## src/rtl/csel_subtractor_seq.sv

```systemverilog
// csel_subtractor_seq: nibble-serial carry-select subtractor, diff = a - b - borrow_in.
// Optional macro CSEL_SUB_SAT_EN saturates diff on signed overflow.
`default_nettype none

module csel_subtractor_seq #(
  parameter int WIDTH = 16
) (
  input  logic             clk,
  input  logic             rst_n,
  input  logic             in_valid,
  output logic             in_ready,
  input  logic [WIDTH-1:0] a,
  input  logic [WIDTH-1:0] b,
  input  logic             borrow_in,
  output logic             out_valid,
  input  logic             out_ready,
  output logic [WIDTH-1:0] diff,
  output logic             borrow_out,
  output logic             overflow
);

  localparam int NIB  = WIDTH / 4;
  localparam int IDXW = (NIB > 1) ? $clog2(NIB) : 1;
  localparam logic [IDXW-1:0] LAST_IDX = IDXW'(NIB - 1);

  typedef enum logic [1:0] {
    IDLE = 2'd0,
    RUN  = 2'd1,
    DONE = 2'd2
  } state_t;

  state_t            state_q, state_d;
  logic [WIDTH-1:0]  a_q, a_d;
  logic [WIDTH-1:0]  b_q, b_d;
  logic [WIDTH-1:0]  diff_q, diff_d;
  logic [IDXW-1:0]   idx_q, idx_d;
  logic              bor_q, bor_d;
  logic              bout_q, bout_d;
  logic              ovf_q, ovf_d;

  logic [3:0] a_nib, b_nib;
  logic [4:0] d0, d1, sel;
  logic       ovf_calc;

  assign a_nib = a_q[4*idx_q +: 4];
  assign b_nib = b_q[4*idx_q +: 4];

  // Both borrow-in candidates are formed every cycle; the registered borrow picks one.
  assign d0  = {1'b0, a_nib} - {1'b0, b_nib};
  assign d1  = {1'b0, a_nib} - {1'b0, b_nib} - 5'd1;
  assign sel = bor_q ? d1 : d0;

  // Only meaningful on the last nibble, where sel[3] is the result MSB.
  assign ovf_calc = (a_q[WIDTH-1] ^ b_q[WIDTH-1]) & (sel[3] ^ a_q[WIDTH-1]);

  always_comb begin
    state_d = state_q;
    a_d     = a_q;
    b_d     = b_q;
    diff_d  = diff_q;
    idx_d   = idx_q;
    bor_d   = bor_q;
    bout_d  = bout_q;
    ovf_d   = ovf_q;
    case (state_q)
      IDLE: begin
        if (in_valid) begin
          a_d     = a;
          b_d     = b;
          bor_d   = borrow_in;
          idx_d   = '0;
          state_d = RUN;
        end
      end
      RUN: begin
        diff_d[4*idx_q +: 4] = sel[3:0];
        bor_d = sel[4];
        idx_d = idx_q + IDXW'(1);
        if (idx_q == LAST_IDX) begin
          idx_d   = '0;
          bout_d  = sel[4];
          ovf_d   = ovf_calc;
          state_d = DONE;
`ifdef CSEL_SUB_SAT_EN
          if (ovf_calc) begin
            diff_d = a_q[WIDTH-1] ? {1'b1, {(WIDTH-1){1'b0}}}
                                  : {1'b0, {(WIDTH-1){1'b1}}};
          end
`else
`endif
        end
      end
      DONE: begin
        if (out_ready) state_d = IDLE;
      end
      default: state_d = IDLE;
    endcase
  end

  always_ff @(posedge clk) begin
    if (!rst_n) begin
      state_q <= IDLE;
      a_q     <= '0;
      b_q     <= '0;
      diff_q  <= '0;
      idx_q   <= '0;
      bor_q   <= 1'b0;
      bout_q  <= 1'b0;
      ovf_q   <= 1'b0;
    end else begin
      state_q <= state_d;
      a_q     <= a_d;
      b_q     <= b_d;
      diff_q  <= diff_d;
      idx_q   <= idx_d;
      bor_q   <= bor_d;
      bout_q  <= bout_d;
      ovf_q   <= ovf_d;
    end
  end

  assign in_ready   = (state_q == IDLE);
  assign out_valid  = (state_q == DONE);
  assign diff       = diff_q;
  assign borrow_out = bout_q;
  assign overflow   = ovf_q;

endmodule

`default_nettype wire

```

## config.mk

```make
export PLATFORM = sky130hd
export DESIGN_NAME = csel_subtractor_seq
export DESIGN_NICKNAME = d
export VERILOG_FILES = /design/src/rtl/csel_subtractor_seq.sv
export SDC_FILE = /design/constraint.sdc
export NUM_CORES = 1
export LEC_CHECK = 0
export BUFFER_PORTS_ARGS = -buffer_cell sky130_fd_sc_hd__buf_2
export CORE_ASPECT_RATIO = 2
export CORE_UTILIZATION = 49
export DETAILED_ROUTE_END_ITERATION = 7
export HOLD_SLACK_MARGIN = 0.1
export PLACE_DENSITY = 0.76
export SLEW_MARGIN = 30
export SYNTH_ARGS = -nofsm -noshare
export SYNTH_HDL_FRONTEND = slang
export SYNTH_SLANG_ARGS = --single-unit
```

## constraint.sdc

```tcl
create_clock -name clk -period 3.2 [get_ports clk]
set_input_delay 0.64 -clock clk [delete_from_list [all_inputs] [get_ports clk]]
set_output_delay 0.64 -clock clk [all_outputs]
set_load 0.005 [all_outputs]
```

==> flow_summary.json <==
{
  "htreeDepth": 2,
  "io_pins": 57,
  "grt_pass1_wl_um": 8890,
  "power.density_mw_per_mm2": 494,
  "netlist_instances": 286,
  "rsz0062_at_grt": "false",
  "p_comb_share_pct": 19.2,
  "period_share_pct": 90.4,
  "worstMarginPinSlew_ps": 764,
  "muxShareOfSynthArea_pct": 7.27,
  "end_kind": "register",
  "critPathLaunchType": "register",
  "row_count": 37,
  "slowest_delay_ps": 510,
  "max_freq_mhz": 346,
  "clockPowerShare_pct": 31.7,
  "ctsResizeCount": 0,
  "path_class": "register to register",
  "finalPower_mw": 1.51,
  "p_leak_nw": 1.25,
  "status": "complete, no violations",
  "synth-simple-area-share_pct": 20.9,
  "p_seq_share_pct": 49.1,
  "cts_made_buffers": 5,
  "synth_nets": 335,
  "synth_xor_xnor_area_share_pct": 1.91,
  "cts_root_buffer": "clkbuf_8",
  "syn_to_final_growth_pct": 16.8,
  "port_buffers": 56,
  "route.detailed.drc": 0,
  "die_x_um": 53.7,
  "report.final.slew_viol_count": 0,
  "fin_util_pct": 59.4,
  "netlist_area_mm2": 0.00262,
  "max-cap-violations": 0,
  "core_area_mm2": 0.00514,
  "sw_frac_of_total_pct": 26.9,
  "die-height_um": 105,
  "min_period_ps": 2890,
  "grt_pass1_vias": 1950,
  "dpl.cell_count": 389,
  "cts_buffer_depth": 2,
  "hold_path_class": "register to register",
  "yosys_warnings": 0,
  "intPower_mw": 1.10,
  "hold_viol_final": 0,
  "fin_cells": 397,
  "crit_chain": "buf_4, mux4_2, inv_1, ha_1, fa_1, xor2_1, nand4_1, xnor3_2, or3b_1, a31oi_1",
  "insertion_delay_ps": 310,
  "grt_max_degree": 56,
  "cp.required_ps": 3450,
  "initial_core_util_pct": 50.9,
  "cp_max_fo": 9,
  "cp.arrival_ps": 3140,
  "first_pass_iters": 4,
  "ys_seq_elements": 55,
  "synth_adder_area_share_pct": 6.03,
  "grtUsageTotal_pct": 21.4,
  "ys_seq_area_share_pct": 42.1,
  "yosysUniqueCellTypes": 36,
  "cts_sinks": 55,
  "syn_area_per_cell_um2": 9.14,
  "max-vdd-ir-drop_mv": 0.366,
  "drive_gt1_share_pct": 24.2,
  "dp_hpwl_um": 4090,
  "synth_top_family_by_area": "simple AND/OR/NAND/NOR gates",
  "final.setup.tns_ps": 0,
  "cts_tree": "built",
  "fin_skew_ps": 3.74,
  "yosysTopAreaCellShare_pct": 42.1,
  "ant_nets": 0,
  "fp.dieArea_mm2": 0.00565,
  "grt_overflow_total": 0,
  "drtIter0Drc": 73,
  "setup_violations": 0,
  "routabilityCongestion": 0.871,
  "vias_per_cell": 5.38,
  "synth_area_leaders": "dfxtp_1 (42%), nand2_1 (11%), a21boi_0 (9.5%)",
  "fillers": 474,
  "synth-compound-area-share_pct": 18.0,
  "path_clk_slew_ps": 100,
  "postCtsHoldBufs": 0,
  "totalWireLength_um": 5360,
  "wire_per_inst_um": 13.5,
  "antenna_found_initial": 0,
  "num_antenna_cells": 0,
  "vias": 2136,
  "yosys.area.top_type": "dfxtp_1",
  "final_nets": 387,
  "cts_setup_buffers": 0,
  "crit_path_top_delay_cell": "mux4_2",
  "slew_headroom_pct": 49.0,
  "p_sw_mw": 0.407
}
-- flip-flops by register name (all words and copies together), names as in the netlist --
name / count
borrow_out: 1
bor_q: 1
overflow: 1
diff: 16
idx_q: 2
state_q: 2
a_q: 16
b_q: 16
-- layer usage --
metal / routed length [um] / up-vias / part of all wire, % / GRT usage, %
met3: 165 / 7 / 3.1 / 3.03
met4: 90 / 0 / 1.7 / 7.89
met2: 3000 / 60 / 56 / 38.8
met5: 0 / - / 0 / 0
li1: - / 1081 / - / -
met1: 2100 / 988 / 39 / 23.6
-- stage by stage --
| stage | hold WS [ps] | cell area, um2 | worst slack [ps] |
|---|---|---|---|
| floorplan | 440 | 2620 | 199 |
| detailed placement | 458 | 2940 | 277 |
| CTS | 475 | 3050 | 268 |
| global route | 497 | 3050 | 77.1 |
| finish | 469 | 3050 | 306 |
| global placement | 452 | 2940 | 396 |
-- synth_stat cells, drive strengths merged --
| cell | number |
|---|---|
| a21boi | 33 |
| a21o | 1 |
| a21oi | 2 |
| a22oi | 16 |
| a31oi | 3 |
| and2 | 4 |
| and2b | 1 |
| buf | 3 |
| clkbuf | 13 |
| dfxtp | 55 |
| fa | 1 |
| ha | 11 |
| inv | 8 |
| mux2i | 1 |
| mux4 | 8 |
| nand2 | 75 |
| nand2b | 1 |
| nand3 | 2 |
| nand3b | 1 |
| nand4 | 1 |
| nor2 | 9 |
| nor2b | 17 |
| nor3 | 2 |
| nor4 | 2 |
| nor4b | 1 |
| o21a | 2 |
| o21ai | 5 |
| o221ai | 1 |
| o31ai | 1 |
| or3 | 1 |
| or3b | 1 |
| xnor2 | 1 |
| xnor3 | 1 |
| xor2 | 2 |
-- path summary, 6_finish.rpt --
check	start	cells after the start	slack (ps)	end
max	idx_q[0]	10	310	overflow
min	a_q[13]	2	470	a_q[13]
max reg2reg	idx_q[0]	10	310	overflow
min reg2reg	a_q[13]	2	470	a_q[13]
-- placed cells by master, fill, tap and decap left out, drive strengths merged, types with 5 or more instances in the layout --
cell type	synthesis	routed
clkbuf	13	6
a22oi	16	16
nor2	9	9
ha	11	11
inv	8	8
nor2b	17	17
a21boi	33	33
nand2	75	75
mux4	8	8
buf	3	61
o21ai	5	5
dfxtp	55	55
-- power groups by stage --
stage | clock network (mW) | registers, mW | logic [mW]
floorplan | 0 | 0.748 | 0.217
global placement | 0 | 0.757 | 0.284
detailed placement | 0 | 0.758 | 0.290
CTS | 0.489 | 0.742 | 0.293
global route | 0.515 | 0.747 | 0.325
finish | 0.479 | 0.741 | 0.289
-- layout make-up --
cell class / count / area, um2 / share of cell area (%)
multi-input combinational: 207 / 1420 / 46.3
inverter: 8 / 30.0 / 0.983
clock buffer: 6 / 82.6 / 2.70
tap: 58 / 72.6 / 2.38
timing repair buffer: 61 / 318 / 10.4
clock inverter: 2 / 35.0 / 1.15
sequential: 55 / 1100 / 36.1
-- worst max-delay path, delay by kind of cell (launching register included) --
kind            cells  cell delay, ps
xor+xnor            2             550
mux                 1             510
simple gates        2             490
flops               1             430
fa+ha+maj           2             400
buf+inv             2             300
compound gates      1             150
-- kinds of logic (layout without fill, tap and decap cells) --
| group | count (synthesis) | after routing |
|---|---|---|
| and+or+nand+nor | 118 | 118 |
| AOI/OAI and AO/OA | 64 | 64 |
| DFF | 55 | 55 |
| buffers and inverters | 24 | 77 |
| adders and majority gates | 12 | 12 |
| muxes | 9 | 9 |
| xor gates and xnor gates | 4 | 4 |
(Power assumes the default switching activity.)
